--- config.mk ---
export PLATFORM = sky130hd
export DESIGN_NAME = mac_sequencer
export DESIGN_NICKNAME = d
export VERILOG_FILES = /design/src/rtl/mac_sequencer_pkg.sv /design/src/rtl/mult_accum.sv /design/src/rtl/mac_sequencer.sv
export SDC_FILE = /design/constraint.sdc
export NUM_CORES = 1
export LEC_CHECK = 0
export ABC_CLOCK_PERIOD_IN_PS = 12250
export CAP_MARGIN = 20
export CORE_UTILIZATION = 39
export CTS_BUF_LIST = sky130_fd_sc_hd__clkbuf_8
export CTS_CLUSTER_SIZE = 16
export DETAILED_ROUTE_END_ITERATION = 16
export GPL_TIMING_DRIVEN = 0
export PLACE_DENSITY = 0.54
export SETUP_SLACK_MARGIN = 0.05
export SYNTH_ARGS = -nofsm -noshare
export SYNTH_HDL_FRONTEND = slang
export SYNTH_SLANG_ARGS = --single-unit
--- constraint.sdc ---
create_clock -name clk -period 12.25 [get_ports clk]
set_input_delay 2.45 -clock clk [delete_from_list [all_inputs] [get_ports clk]]
set_output_delay 2.45 -clock clk [all_outputs]
set_load 0.05 [all_outputs]
--- src/rtl/mac_sequencer_pkg.sv ---
// Shared definitions for the MAC command sequencer: op encoding, widths and
// the command-to-result pipeline depth.
package mac_sequencer_pkg;

  typedef enum logic [1:0] {
    OP_CLR = 2'd0,
    OP_MUL = 2'd1,
    OP_MAC = 2'd2,
    OP_MSC = 2'd3
  } op_e;

  localparam int OPND_W   = 16;
  localparam int RES_W    = 32;
  // Accept at T, result captured into the FIFO at T+PIPE_LAT.
  localparam int PIPE_LAT = 3;

  function automatic logic op_clears(input op_e op);
    return (op == OP_CLR) || (op == OP_MUL);
  endfunction

  function automatic logic op_adds(input op_e op);
    return op != OP_CLR;
  endfunction

endpackage

--- src/rtl/mult_accum.sv ---
// Multiply-accumulate datapath: registered product, accumulator with
// clear/add/subtract, and a registered accumulator output.
module mult_accum
  import mac_sequencer_pkg::*;
#(
  parameter int DATA_W = OPND_W,
  parameter int COEF_W = OPND_W,
  parameter int ACC_W  = RES_W
) (
  input  logic              clk,
  input  logic              en,
  input  logic              clear,
  input  logic              add,
  input  logic              sub,
  input  logic [DATA_W-1:0] a,
  input  logic [COEF_W-1:0] b,
  output logic [ACC_W-1:0]  acc
);

  logic [ACC_W-1:0] prod_p0;
  logic [ACC_W-1:0] acc_p1;
  logic [ACC_W-1:0] acc_p2;

  // Unsigned arithmetic wraps modulo 2^ACC_W.
  function automatic logic [ACC_W-1:0] acc_step(input logic [ACC_W-1:0] acc_in,
                                                 input logic [ACC_W-1:0] prod,
                                                 input logic             do_sub);
    return do_sub ? (acc_in - prod) : (acc_in + prod);
  endfunction

  // p0: product of the operands presented this cycle
  always_ff @(posedge clk) begin
    if (en) prod_p0 <= ACC_W'(a) * ACC_W'(b);
  end

  // p1: accumulate; a clear wins over a same-cycle add
  always_ff @(posedge clk) begin
    if (clear)    acc_p1 <= '0;
    else if (add) acc_p1 <= acc_step(acc_p1, prod_p0, sub);
  end

  // p2: registered accumulator output
  always_ff @(posedge clk) begin
    acc_p2 <= acc_p1;
  end

  assign acc = acc_p2;

endmodule

--- src/rtl/mac_sequencer.sv ---
// Command sequencer around the MAC datapath: CLR/MUL interlock, credit-based
// admission of result-producing commands, and an inline in-order result FIFO.
module mac_sequencer
  import mac_sequencer_pkg::*;
#(
  parameter int RES_DEPTH = 2
) (
  input  logic        clk,
  input  logic        rst_n,
  input  logic        cmd_valid,
  output logic        cmd_ready,
  input  logic [1:0]  cmd_op,
  input  logic        cmd_last,
  input  logic [15:0] cmd_a,
  input  logic [15:0] cmd_b,
  output logic        res_valid,
  input  logic        res_ready,
  output logic [31:0] res_data,
  output logic        busy
);

  localparam int PTR_W = $clog2(RES_DEPTH);
  localparam int CNT_W = $clog2(RES_DEPTH) + 1;

  op_e              op;
  logic             interlock;
  logic             credit_ok;
  logic             accept;
  logic             clear;
  logic             push;
  logic             pop;
  logic [RES_W-1:0] acc;

  logic             vld_p0, vld_p1, vld_p2;
  logic             last_p0, last_p1, last_p2;
  logic             add_p0, sub_p0;

  logic [CNT_W-1:0] credit;
  logic [CNT_W-1:0] count;
  logic [PTR_W-1:0] wr_ptr;
  logic [PTR_W-1:0] rd_ptr;
  logic [RES_W-1:0] mem [RES_DEPTH];

  assign op = op_e'(cmd_op);

  // The datapath clears at T but adds at T+1, so a clear right after an
  // adding command would wipe that command's pending contribution.
  assign interlock = add_p0 && op_clears(op);
  assign credit_ok = !cmd_last || (credit != '0);
  assign cmd_ready = rst_n && !interlock && credit_ok;
  assign accept    = cmd_valid && cmd_ready;
  assign clear     = !rst_n || (accept && op_clears(op));

  mult_accum #(
    .DATA_W (OPND_W),
    .COEF_W (OPND_W),
    .ACC_W  (RES_W)
  ) u_mult_accum (
    .clk   (clk),
    .en    (rst_n),
    .clear (clear),
    .add   (add_p0),
    .sub   (sub_p0),
    .a     (cmd_a),
    .b     (cmd_b),
    .acc   (acc)
  );

  // p0..p2: command flags travelling alongside the datapath stages
  always_ff @(posedge clk) begin
    if (!rst_n) begin
      vld_p0  <= 1'b0;
      vld_p1  <= 1'b0;
      vld_p2  <= 1'b0;
      last_p0 <= 1'b0;
      last_p1 <= 1'b0;
      last_p2 <= 1'b0;
      add_p0  <= 1'b0;
      sub_p0  <= 1'b0;
    end else begin
      vld_p0  <= accept;
      vld_p1  <= vld_p0;
      vld_p2  <= vld_p1;
      last_p0 <= accept && cmd_last;
      last_p1 <= last_p0;
      last_p2 <= last_p1;
      add_p0  <= accept && op_adds(op);
      sub_p0  <= accept && (op == OP_MSC);
    end
  end

  assign push = last_p2;
  assign pop  = res_valid && res_ready;

  // Credits reserve a FIFO slot at acceptance, so a push never meets a full FIFO.
  always_ff @(posedge clk) begin
    if (!rst_n) begin
      credit <= CNT_W'(RES_DEPTH);
    end else begin
      case ({accept && cmd_last, pop})
        2'b10:   credit <= credit - CNT_W'(1);
        2'b01:   credit <= credit + CNT_W'(1);
        default: credit <= credit;
      endcase
    end
  end

  always_ff @(posedge clk) begin
    if (!rst_n) begin
      count  <= '0;
      wr_ptr <= '0;
      rd_ptr <= '0;
    end else begin
      if (push) wr_ptr <= wr_ptr + PTR_W'(1);
      if (pop)  rd_ptr <= rd_ptr + PTR_W'(1);
      case ({push, pop})
        2'b10:   count <= count + CNT_W'(1);
        2'b01:   count <= count - CNT_W'(1);
        default: count <= count;
      endcase
    end
  end

  always_ff @(posedge clk) begin
    if (push) mem[wr_ptr] <= acc;
  end

  assign res_valid = rst_n && (count != '0);
  assign res_data  = res_valid ? mem[rd_ptr] : '0;
  assign busy      = rst_n && (vld_p0 || vld_p1 || vld_p2 || (count != '0));

endmodule

# Word-level counts from Yosys, hierarchy flattened
# Memories as Yosys holds them, arrays and structs flattened. A register that Yosys moved wholly into a read port is not among the register bits.
# Index checks and enable logic that the tools add are counted.
[classes]
addsub = 8
multipliers = 1
div_mod_pow = 0
n_lt_le_gt_ge = 0
eq_ne = 6
shifts = 0
mux = 8
bitwise = 0
reduce_logical = 26
[ops]
columns = ["operator", "n"]
rows = [
  ["$mux W32", 2],
  ["$add A32 B32 Y32", 1],
  ["$mul A16 B16 Y32", 1],
  ["$sub A32 B32 Y32", 1],
  ["$logic_and A1 B1 Y1", 11],
  ["$reduce_bool A2 Y1", 5],
  ["$pmux W2 S2", 2],
  ["$eq A2 B1 Y1 const B", 3],
  ["$eq A2 B2 Y1 const B", 3],
  ["$logic_or A1 B1 Y1", 6],
  ["$add A2 B1 Y2 const B", 2],
  ["$mux W1", 4],
  ["$sub A2 B1 Y2 const B", 2],
  ["$logic_not A1 Y1", 3],
  ["$add A1 B1 Y1 const B", 2],
  ["$logic_not A2 Y1", 1],
]
[word_totals]
reg_bits = 110
latch_bits = 0
ram_bits = 64
rom_bits = 0
inputBits = 39
out_inout_bits = 35
wordCells = 65
mem_count = 1
[memory_table]
columns = ["memory", "depth", "width", "rd", "rd_ports_with_merged_regs", "wr", "line_no", "source"]
rows = [
  ["mem", 2, 32, 1, 1, 1, "mac_sequencer.sv:42", "logic [RES_W-1:0] mem [RES_DEPTH];"],
]

# Longest topological paths before layout
[logic_depth]
word_depth = 10
mapped_depth = 24
mapped_depth_nobuf = 22

# By module
# Synthesis repeated with hierarchy kept, for this count alone.
[unflattened]
hier_cells = 1656
hier_area_um2 = 16344.4
[by_module_without_submodules]
columns = ["module", "instances", "cells_per_inst", "area_each_um2", "seq_area_each_um2"]
rows = [
  ["mult_accum", 1, 1461, 13335.3, 2242.2],
  ["mac_sequencer", 1, 195, 3009.1, 2222.1],
]

# Worst setup path after synthesis
# OpenSTA, ideal clock, no wires.
[synth_timing]
path_type = "input to register"
start = "input cmd_a[12]"
end = "register u_mult_accum.prod_p0[24] (data pin)"
setup_time_ns = 0.259
arrival_ns = 7.715
required_time_ns = 11.991
path_slack_ns = 4.276
stages = 21
path_buffers = 2
cell_sequence = "clkbuf_1 nand2_1 fa_1 fa_1 fa_1 inv_1 fa_1 fa_1 inv_1 fa_1 inv_1 ha_1 buf_2 a21o_1 a21o_1 a211oi_1 o21ai_0 a21boi_1 a311oi_2 o21ai_1 a211o_1"
[synth_between]
elab_chain_len = 1
[synth_rtl]
columns = ["element", "line_no", "source"]
rows = [
  ["start: declaration", "mac_sequencer.sv:14", "input logic [15:0] cmd_a,"],
  ["$mul A16 B16 Y32", "mult_accum.sv:33", "if (en) prod_p0 <= ACC_W'(a) * ACC_W'(b);"],
  ["end signal: assignment", "mult_accum.sv:33", ""],
  ["end: declaration", "mult_accum.sv:20", "logic [ACC_W-1:0] prod_p0;"],
]
# No other way between the ends.
# A chain may end at the register's enable or synchronous reset.

# Final worst setup path
[layout_timing]
start = "input cmd_a[14]"
end = "register u_mult_accum.prod_p0[31] (data pin)"
# The elaborated chain is that of the path after synthesis.

==> impl_metrics.yaml <==
status:
  status: "complete, no violations"
timing:
  skew_ps: 20.8
  post-route-period-util_pct: 74.2
  worst_pin_slew_ps: 932
  setup_ws_ps: 3160
  setup_violations: 0
  slew-limit-headroom_pct: 37.6
  fin_hold_ws_ps: 372
  hold_viol: 0
  fmax_ghz: 0.110
  rsz0062_at_grt: "no"
  maxSlewViolCount: 0
  setup_tns_ps: 0
  post-route-min-period_ps: 9090
clock_network:
  clk_latency_ps: 480
  cts-root-buf: "clkbuf_8"
  cts_made_buffers: 17
  clk_pin_slew_worst_paths_ps: 90
  post_cts_buffers: 0
  cts_tree: "built"
  cts_hold_buffers: 0
  cts_resized: 0
  cts.sinks: 175
  max-clock-path-buffers: 2
  cts_max_level: 4
drt:
  viasPerCell: 5.03
  wirelength_um: 41900
  drc: 0
  ant_nets: 0
  wl_per_cell_um: 17.7
  drtIter0Drc: 723
  first_pass_iters: 5
  vias: 11900
floorplan:
  num_io_pins: 74
  core.rowCount: 75
  design.core.area_um2: 42000
  die_area_um2: 43600
  die_width_um: 209
  dieHeight_um: 209
  initial_utilization_pct: 39.7
grt:
  grt_pass1_vias: 12400
  grt_use_total_pct: 20.0
  grt_pass1_wl_um: 67300
  overflow: 0
  grt_max_degree: 33
  antenna_found_initial: 0
worst_hold_path:
  hold_class: "flip-flop to flip-flop"
place:
  post-dp-hpwl_um: 34500
  pre_cts_ws_ps: 2710
  place.gp.congestion: 0.964
  io_buffers: 73
  placed_area_um2: 18100
  dp.cells: 2337
pwr:
  swShare_pct: 49.2
  leakage_nw: 8.24
  power.switching_mw: 2.54
  ir_drop_mv: 0.238
  p_per_area_nw_per_um2: 279
  p_int_mw: 2.63
  p_seq_share_pct: 18.7
  power_frac_comb_pct: 73.2
  totalPowerFinal_mw: 5.17
  p_clk_share_pct: 8.1
logic_synthesis:
  synth_ff_type: "edfxtp_1"
  syn-instance-count: 1723
  synth_top_cells_by_count: "inv_1, fa_1, nand2_1"
  ys_warn_count: 0
  synthTopCellsByArea: "fa_1, edfxtp_1, ha_1"
  ys_types: 72
  yosysMostFrequentCell: "inv_1"
  syn_nets: 2095
  ys_seq_elements: 175
  synth-edff-count: 96
  ys_seq_area_share_pct: 26.8
  avgSynthCellArea_um2: 9.68
  netlist.top_cell.by_area: "fa_1"
  yosys.area.top_type_share_pct: 23.4
  async_flop_share_pct: 0
  synth_area_um2: 16700
cells_and_area:
  drive_gt1_share_pct: 3.50
  synthToLayoutAreaGrowth_pct: 11.3
  nFillCells: 4156
  post-route-util_pct: 44.1
  final_nets: 2189
  antenna_cells: 0
  fin_cells: 2369
  final_cell_area_um2: 18600
setup_path:
  crit_slowest_cell: "clkdlybuf4s50_1"
  cp_top_family: "adder cells"
  path_common_cell: "fa_1"
  required_ps: 12470
  critPathMaxStageDelay_ps: 740
  crit_buf_inv: 6
  crit_path_max_fanout: 10
  crit_type: "input port to flip-flop"
  critPathArrivalTime_ps: 9310
  start_kind: "input port"
  crit_path_end_kind: "flip-flop"
  path_cells: "clkdlybuf4s50_1 > clkbuf_1 > nand2_1 > fa_1 > fa_1 > inv_1 > fa_1 > fa_1 > fa_1 > inv_1 > fa_1 > inv_1 > ha_1 > clkbuf_1 > a21o_1 > a21oi_1 > nand4bb_1 > a211oi_2 > o41ai_2 > a221o_1 > a21oi_1 > xnor2_1"
flow_run:
  cap_violations: 0
==> kinds of logic (layout without fill, tap and decap cells) <==
kind of cell	after synthesis	in the layout	synth area share [%]
AND/OR/NAND/NOR	531	531	15.5
adder cells (fa/ha/maj)	333	333	33.8
AO/OA/AOI/OAI	247	247	9.91
XOR/XNOR	86	86	4.56
buffers and inverters	309	416	6.99
flip-flops	175	175	26.8
multiplexers	42	42	2.53
==> layout by cell type, fill, tap and decap left out, types with 7 or more instances in the layout <==
cell type,synthesis,layout
nand4_1,12,12
and2_1,128,127
a211oi_1,8,8
inv_1,235,235
ha_1,138,138
clkdlybuf4s50_1,0,73
nand2_1,192,192
xnor2_1,63,63
xor2_1,22,22
nand3_1,14,14
o21ai_0,45,45
nor2_1,115,114
o21a_1,12,12
a21o_1,42,42
a21oi_1,73,73
edfxtp_1,96,96
and3_1,8,8
mux2i_1,41,41
clkbuf_1,66,66
nor3_1,16,16
nor2b_1,8,8
dfxtp_1,79,79
fa_1,195,195
nor4_1,7,7
nand2b_1,8,8
clkbuf_8,0,18
==> power by group through the flow <==
stage | Sequential (mW) | Combinational, mW | Clock, mW
2_1_floorplan | 0.932 | 2.95 | 0
3_3_place_gp | 0.976 | 3.76 | 0
3_5_place_dp | 0.978 | 3.76 | 0
4_1_cts | 0.964 | 3.80 | 0.436
5_1_grt | 0.974 | 4.28 | 0.456
6_report | 0.965 | 3.78 | 0.420
==> per-layer routing <==
| metal | up-vias | wire (um) | track usage, % |
|---|---|---|---|
| met4 | 0 | 1360 | 7.30 |
| met3 | 67 | 1780 | 2.95 |
| met1 | 5724 | 18400 | 25.2 |
| met5 | - | 0 | 0 |
| li1 | 5825 | - | - |
| met2 | 302 | 20400 | 34.5 |
==> worst register-to-register path, stage by stage, from the launching register on <==
cell and delay (ps):
edfxtp_1 540, or4_4 640, nor4_4 380, nor3b_1 310
a21o_1 190, o21ai_0 110, xnor2_1 300, ha_1 290
clkbuf_1 210, nand4_1 200, or2_2 180, nor2_1 50
a211oi_1 310, o21ai_0 130, a221oi_1 430, xnor2_1 170
o21ai_1 70
==> flip-flops by register name, indices dropped and copies added (netlist names), 2 cells and up, named ones only <==
| signal | cells |
|---|---|
| u_mult_accum.acc_p1 | 32 |
| u_mult_accum.acc | 32 |
| credit | 2 |
| u_mult_accum.prod_p0 | 32 |
| count | 2 |
| mem | 64 |
==> area by class of cell <==
type / count / area, um2 / share of cell area [%]
timing repair buffer: 75 / 778 / 4.20
multi-input combinational: 1239 / 11000 / 59.6
buffer: 74 / 284 / 1.53
tap: 539 / 674 / 3.64
inverter: 235 / 882 / 4.76
clock inverter: 14 / 170 / 0.917
sequential: 175 / 4460 / 24.1
clock buffer: 18 / 248 / 1.34
==> worst paths after layout <==
| kind | end | startpoint | slack, ps | cells past startpoint |
|---|---|---|---|---|
| max | u_mult_accum.prod_p0[31]$_DFFE_PP_ | cmd_a[14] | 3160 | 22 |
| min | u_mult_accum.acc[0]$_DFF_P_ | u_mult_accum.acc_p1[0]$_SDFFE_PP0P_ | 370 | 0 |
| max reg2reg | u_mult_accum.acc_p1[31]$_SDFFE_PP0P_ | u_mult_accum.prod_p0[5]$_DFFE_PP_ | 7630 | 16 |
| min reg2reg | u_mult_accum.acc[0]$_DFF_P_ | u_mult_accum.acc_p1[0]$_SDFFE_PP0P_ | 370 | 0 |
Note: power is estimated with default switching activity, not from simulation.
